<file path="src/rtl/gpr_wb_pkg.sv">
// Shared types for the GPR write-back queue.
// Entry index is stored at a fixed maximum width and zero-extended from IDX_W.
package gpr_wb_pkg;

  localparam int DATA_W    = 32;
  localparam int IDX_MAX_W = 8;
  localparam int MAX_GPR   = 1 << IDX_MAX_W;

  typedef struct packed {
    logic [IDX_MAX_W-1:0] idx;
    logic [DATA_W-1:0]    data;
  } wb_entry_t;

  // Out-of-range indices yield an all-zero vector so the write is dropped.
  function automatic logic [MAX_GPR-1:0] onehot(
    input logic [IDX_MAX_W-1:0] idx,
    input int unsigned          num_gpr
  );
    logic [MAX_GPR-1:0] oh;
    oh = '0;
    if (32'(idx) < num_gpr) oh[idx] = 1'b1;
    return oh;
  endfunction

endpackage

</file>
<file path="src/rtl/gpr_wb_fifo.sv">
// Circular storage for the write-back queue: pointers, count, full flag
// and a per-entry valid vector used by the hazard compare.
module gpr_wb_fifo
  import gpr_wb_pkg::*;
#(
  parameter  int DEPTH = 4,
  localparam int PW    = $clog2(DEPTH),
  localparam int CW    = $clog2(DEPTH + 1)
) (
  input  logic            clk,
  input  logic            rst,
  input  logic            push_i,
  input  logic            pop_i,
  input  wb_entry_t       din_i,
  output wb_entry_t       head_o,
  output wb_entry_t       mem_o [DEPTH],
  output logic [DEPTH-1:0] valid_o,
  output logic [PW-1:0]   rd_ptr_o,
  output logic [CW-1:0]   count_o,
  output logic            full_o,
  output logic            pop_o
);

  wb_entry_t        mem_q [DEPTH];
  logic [PW-1:0]    rd_ptr_q, rd_ptr_d;
  logic [PW-1:0]    wr_ptr_q, wr_ptr_d;
  logic [CW-1:0]    count_q, count_d;
  logic [DEPTH-1:0] valid_q, valid_d;
  logic             push_ok, pop_ok, full, empty;

  assign full    = (count_q == CW'(DEPTH));
  assign empty   = (count_q == '0);
  // Push and pop are judged on the pre-edge state: no pass-through.
  assign push_ok = push_i & ~full;
  assign pop_ok  = pop_i & ~empty;

  always_comb begin
    rd_ptr_d = rd_ptr_q;
    wr_ptr_d = wr_ptr_q;
    count_d  = count_q;
    valid_d  = valid_q;
    if (push_ok) begin
      wr_ptr_d          = wr_ptr_q + 1'b1;
      valid_d[wr_ptr_q] = 1'b1;
    end
    if (pop_ok) begin
      rd_ptr_d          = rd_ptr_q + 1'b1;
      valid_d[rd_ptr_q] = 1'b0;
    end
    unique case ({push_ok, pop_ok})
      2'b10:   count_d = count_q + 1'b1;
      2'b01:   count_d = count_q - 1'b1;
      default: count_d = count_q;
    endcase
  end

  always_ff @(posedge clk or posedge rst) begin
    if (rst) begin
      rd_ptr_q <= '0;
      wr_ptr_q <= '0;
      count_q  <= '0;
      valid_q  <= '0;
    end else begin
      rd_ptr_q <= rd_ptr_d;
      wr_ptr_q <= wr_ptr_d;
      count_q  <= count_d;
      valid_q  <= valid_d;
    end
  end

  always_ff @(posedge clk) begin
    if (push_ok) mem_q[wr_ptr_q] <= din_i;
  end

  assign head_o   = mem_q[rd_ptr_q];
  assign mem_o    = mem_q;
  assign valid_o  = valid_q;
  assign rd_ptr_o = rd_ptr_q;
  assign count_o  = count_q;
  assign full_o   = full;
  assign pop_o    = pop_ok;

endmodule

</file>
<file path="src/rtl/gpr_wb_queue.sv">
// Write-back queue feeding the GPR array, with RAW hazard flags.
// Define GPR_WB_BYPASS_EN to add byp_a_data/byp_b_data forwarding outputs.
module gpr_wb_queue
  import gpr_wb_pkg::*;
#(
  parameter  int NUM_GPR = 32,
  parameter  int IDX_W   = 5,
  parameter  int DEPTH   = 4,
  localparam int PW      = $clog2(DEPTH),
  localparam int CW      = $clog2(DEPTH + 1)
) (
  input  logic               clk,
  input  logic               rst,
  input  logic               wb_valid,
  output logic               wb_ready,
  input  logic [IDX_W-1:0]   wb_idx,
  input  logic [31:0]        wb_data,
  input  logic               drain_hold,
  output logic [NUM_GPR-1:0] gpr_wt_en,
  output logic [31:0]        gpr_data_in,
  input  logic [IDX_W-1:0]   rd_a_idx,
  input  logic [IDX_W-1:0]   rd_b_idx,
  output logic               hazard_a,
  output logic               hazard_b,
`ifdef GPR_WB_BYPASS_EN
  output logic [31:0]        byp_a_data,
  output logic [31:0]        byp_b_data,
`endif
  output logic [CW-1:0]      count
);

  wb_entry_t        din, head;
  wb_entry_t        mem [DEPTH];
  logic [DEPTH-1:0] valid;
  logic [PW-1:0]    rd_ptr;
  logic             full, pop;

  logic [NUM_GPR-1:0] wt_en_q, wt_en_d;
  logic [31:0]        data_q, data_d;
  logic [IDX_W-1:0]   out_idx_q, out_idx_d;

  logic [IDX_MAX_W-1:0] a_ext, b_ext;

  assign din.idx  = IDX_MAX_W'(wb_idx);
  assign din.data = wb_data;

  gpr_wb_fifo #(.DEPTH(DEPTH)) u_fifo (
    .clk      (clk),
    .rst      (rst),
    .push_i   (wb_valid),
    .pop_i    (~drain_hold),
    .din_i    (din),
    .head_o   (head),
    .mem_o    (mem),
    .valid_o  (valid),
    .rd_ptr_o (rd_ptr),
    .count_o  (count),
    .full_o   (full),
    .pop_o    (pop)
  );

  assign wb_ready = ~full;

  always_comb begin
    wt_en_d   = '0;
    data_d    = data_q;
    out_idx_d = out_idx_q;
    if (pop) begin
      wt_en_d   = NUM_GPR'(onehot(head.idx, NUM_GPR));
      data_d    = head.data;
      out_idx_d = head.idx[IDX_W-1:0];
    end
  end

  always_ff @(posedge clk or posedge rst) begin
    if (rst) begin
      wt_en_q   <= '0;
      data_q    <= '0;
      out_idx_q <= '0;
    end else begin
      wt_en_q   <= wt_en_d;
      data_q    <= data_d;
      out_idx_q <= out_idx_d;
    end
  end

  assign gpr_wt_en   = wt_en_q;
  assign gpr_data_in = data_q;

  assign a_ext = IDX_MAX_W'(rd_a_idx);
  assign b_ext = IDX_MAX_W'(rd_b_idx);

  // Walk oldest to newest so the last match is the youngest write.
  always_comb begin
    logic [PW-1:0] p;
    logic          live;
    hazard_a = 1'b0;
    hazard_b = 1'b0;
`ifdef GPR_WB_BYPASS_EN
    byp_a_data = '0;
    byp_b_data = '0;
`endif
    if (|wt_en_q && out_idx_q == rd_a_idx) begin
      hazard_a = 1'b1;
`ifdef GPR_WB_BYPASS_EN
      byp_a_data = data_q;
`endif
    end
    if (|wt_en_q && out_idx_q == rd_b_idx) begin
      hazard_b = 1'b1;
`ifdef GPR_WB_BYPASS_EN
      byp_b_data = data_q;
`endif
    end
    for (int k = 0; k < DEPTH; k++) begin
      p    = rd_ptr + PW'(k);
      live = valid[p] && (32'(mem[p].idx) < NUM_GPR);
      if (live && mem[p].idx == a_ext) begin
        hazard_a = 1'b1;
`ifdef GPR_WB_BYPASS_EN
        byp_a_data = mem[p].data;
`endif
      end
      if (live && mem[p].idx == b_ext) begin
        hazard_b = 1'b1;
`ifdef GPR_WB_BYPASS_EN
        byp_b_data = mem[p].data;
`endif
      end
    end
  end

endmodule

</file>
<file path="config.mk">
export PLATFORM = sky130hd
export DESIGN_NAME = gpr_wb_queue
export DESIGN_NICKNAME = d
export VERILOG_FILES = /design/src/rtl/gpr_wb_pkg.sv /design/src/rtl/gpr_wb_fifo.sv /design/src/rtl/gpr_wb_queue.sv
export SDC_FILE = /design/constraint.sdc
export NUM_CORES = 1
export LEC_CHECK = 0
export CORE_MARGIN = 2
export CORE_UTILIZATION = 31
export DETAILED_ROUTE_END_ITERATION = 10
export HOLD_SLACK_MARGIN = 0.08
export PLACE_DENSITY_LB_ADDON = 0.08
export SLEW_MARGIN = 20
export SYNTH_ARGS = -nofsm -noshare
export SYNTH_HDL_FRONTEND = slang
export SYNTH_SLANG_ARGS = --single-unit
</file>
<file path="constraint.sdc">
create_clock -name clk -period 4.57 [get_ports clk]
set_clock_uncertainty 0.1 [all_clocks]
set_input_delay 0.457 -clock clk [delete_from_list [all_inputs] [get_ports clk]]
set_output_delay 0.457 -clock clk [all_outputs]
set_load 0.1 [all_outputs]
</file>
==> summary.txt <==
status -> finished, final reports clean
WL final -> 21.18 mm
core area -> 29870 um^2
Warnings, synthesis -> 0
most frequent cells in the layout -> edfxtp_1, clkdlybuf4s50_1, dfrtp_1
Core Util, Final -> 39.85%
Reg clk slew, reported paths -> 0.06 ns
DRC Markers -> 0
Clk pwr share -> 20.7%
CTS Hold Bufs -> 0
Comb pwr share -> 46.5%
synthesized area per cell -> 17.88 um^2
GPL Wtd Cong -> 0.7907
CP endpoint kind -> primary output
Final min period -> 4.192 ns
most common cell after layout, fill and taps aside -> edfxtp_1
Tot Pwr -> 9.277 mW
share of cells above drive strength 1 -> 22.01%
Worst-Margin Slew -> 0.9817 ns
die area -> 31930 um^2
worst-path maximum fanout -> 22
CTS Root Cell -> clkbuf_16
Final Hold Viols -> 0
grt ovf -> 0
fmax -> 0.2385 GHz
num ports -> 121
first-pass GRT wire length -> 32.69 mm
Routed WL per cell -> 19.85 um
clock insertion delay at the later pin of the skew report -> 0.53 ns
worst hold path type -> input pin to asynchronous set/reset pin
postcts setup bufs -> 0
DIE WIDTH -> 178.7 um
DRT antenna net count -> 0
Crit Path Category -> register to primary output
CTS Sinks -> 228
P_sw -> 3.887 mW
fill count -> 2735
Area growth, synth to finish -> 25.86%
relative slew slack -> 34.35%
register area share after synthesis -> 68.15%
Clock Path Buffers -> 3
Syn Nets -> 590
VDD IR-drop max -> 507.4 uV
fin crit share -> 91.73%
switching fraction of total power -> 41.90%
Die Y -> 178.7 um
critical path arrival -> 3.64 ns
IO Port Bufs -> 120
Total GRT Usage -> 13.67%
#FFs+latches synth -> 228
Starting Density -> 31.66%
Initial DRT Pass Iterations -> 4
Worst Reg-to-Reg Cells -> 3
fin. max-slew vios -> 0
# diodes -> 0
CP required -> 4.01 ns
via/cell ratio -> 4.737
unrepaired setup endpoints after global routing -> false
total CTS buffers -> 26
nets -> 718
Syn Std Cell Area -> 9459 um^2
Startpoint Class -> register
largest net degree at the start of global routing -> 47
total number of H-tree levels -> 1
Finish-stage setup viols -> 0
CTS tree -> built
detailed placer's ending HPWL -> 13.31 mm
synth unique cells -> 34
DR iter-0 viols -> 238
leakage dissipation -> 4.256 nW
routed vias -> 5054
pwr dens -> 779.2 nW/um^2
synthesized netlist cell count -> 529
post_cts resized -> 0
max-cap viol count -> 0
number of antenna violations at the first check in global routing -> 0
total internal power -> 5.390 mW
vias in the first global route -> 5516
Site Rows -> 63
final setup TNS -> 0 ns
WHS -> 0.1469 ns
Seq pwr share -> 32.9%
kinds of logic after synthesis:
family / Yosys count / share of synthesized area, %
buffers and inverters: 39 / 1.958
XOR/XNOR: 55 / 5.093
AO/OA/AOI/OAI: 10 / 0.7407
AND/OR/NAND/NOR: 95 / 4.920
flip-flops: 228 / 68.15
multiplexers: 92 / 17.74
adder cells (fa/ha/maj): 10 / 1.402
power groups by stage:
stage | combinational, mW | clock [mW] | sequential, mW
global placement | 4.36 | 0 | 3.08
floorplan | 2.04 | 0 | 4.34
CTS | 4.40 | 1.98 | 3.06
detailed placement | 4.39 | 0 | 3.10
global route | 4.59 | 2.05 | 3.12
finish | 4.31 | 1.92 | 3.05
flip-flops by register name (all words and copies together), names as in the netlist:
register and cells:
gpr_data_in 32, out_idx_q 5, u_fifo.wr_ptr_q 2, u_fifo.mem_o 148
u_fifo.count_o 3, u_fifo.rd_ptr_o 2, u_fifo.valid_o 4, gpr_wt_en 32
cells in the mapped netlist:
cell type  instances  area [um^2]
a2bb2oi_1          4        35.03
buf_1              5        18.77
nor4_2             1        12.51
buf_6              2        22.52
buf_2              7        35.03
nor4_1            13        81.33
and2_1             3        18.77
inv_1              9        33.78
edfxtp_1         148         4444
xor2_1            32        280.3
nand4_1            4        25.02
xnor2_1           23        201.4
ha_1               9        112.6
a21o_1             1        7.510
dfrtp_1           80         2002
nor2_1            36        135.1
nor2b_1            2        12.51
nand3_1            9        45.04
clkbuf_1          13        48.80
nor3_1             3        15.01
and3_1             4        25.02
nand2b_1           2        12.51
buf_8              1        15.01
fa_1               1        20.02
mux2_2            36        405.4
o21ai_0            3        15.01
nand2_1           14        52.55
mux4_1             3        78.83
o22ai_1            2        12.51
mux4_2            53         1194
or2_2              2        12.51
inv_2              1        3.750
buf_4              1        7.510
nand4b_1           2        17.52
metrics by stage:
stage	area, um^2	setup slack [ns]	instances
6_report	11910	0.3777	1067
5_1_grt	11910	0.1026	1067
4_1_cts	11910	0.3248	1067
3_5_place_dp	11100	0.8680	1019
3_3_place_gp	11100	0.8634	1019
2_1_floorplan	9459	0.4219	529
worst max-delay path, stage by stage, from the launching register on:
cell	delay, ns
dfrtp_4	0.65
inv_1	0.15
ha_1	0.70
mux4_2	0.62
xor2_1	0.16
nor4_1	0.35
nand3_1	0.13
nand4b_1	0.17
buf_12	0.19
cell type report:
type | instances | area, um^2 | area share [%]
Timing Repair Buffer | 129 | 1289 | 10.83
Clock buffer | 40 | 753.2 | 6.327
Inverter | 10 | 38.79 | 0.3258
Tap cell | 390 | 488.0 | 4.099
Multi-Input combinational cell | 262 | 2833 | 23.79
Clock inverter | 8 | 52.55 | 0.4414
Sequential cell | 228 | 6451 | 54.19
routing by layer:
layer	GRT usage, %	part of all wire [%]
met5	0	0
met4	3.625	2.4
met3	2.841	5.0
met2	24.12	51
met1	17.06	42
path summary, 6_finish.rpt:
kind	startpoint	to	slack [ns]
max in group asynchronous	rst	u_fifo.rd_ptr_o[0]$_DFFE_PP0P_	3.36
max reg2reg	u_fifo.rd_ptr_o[0]$_DFFE_PP0P_	gpr_data_in[18]$_DFFE_PP0P_	2.10
min reg2reg	gpr_data_in[23]$_DFFE_PP0P_	gpr_data_in[23]$_DFFE_PP0P_	0.41
min in group clk	gpr_data_in[23]$_DFFE_PP0P_	gpr_data_in[23]$_DFFE_PP0P_	0.41
max	u_fifo.rd_ptr_o[0]$_DFFE_PP0P_	hazard_a	0.38
min	rst	gpr_data_in[17]$_DFFE_PP0P_	0.15
Note: power is estimated with default switching activity, not from simulation.
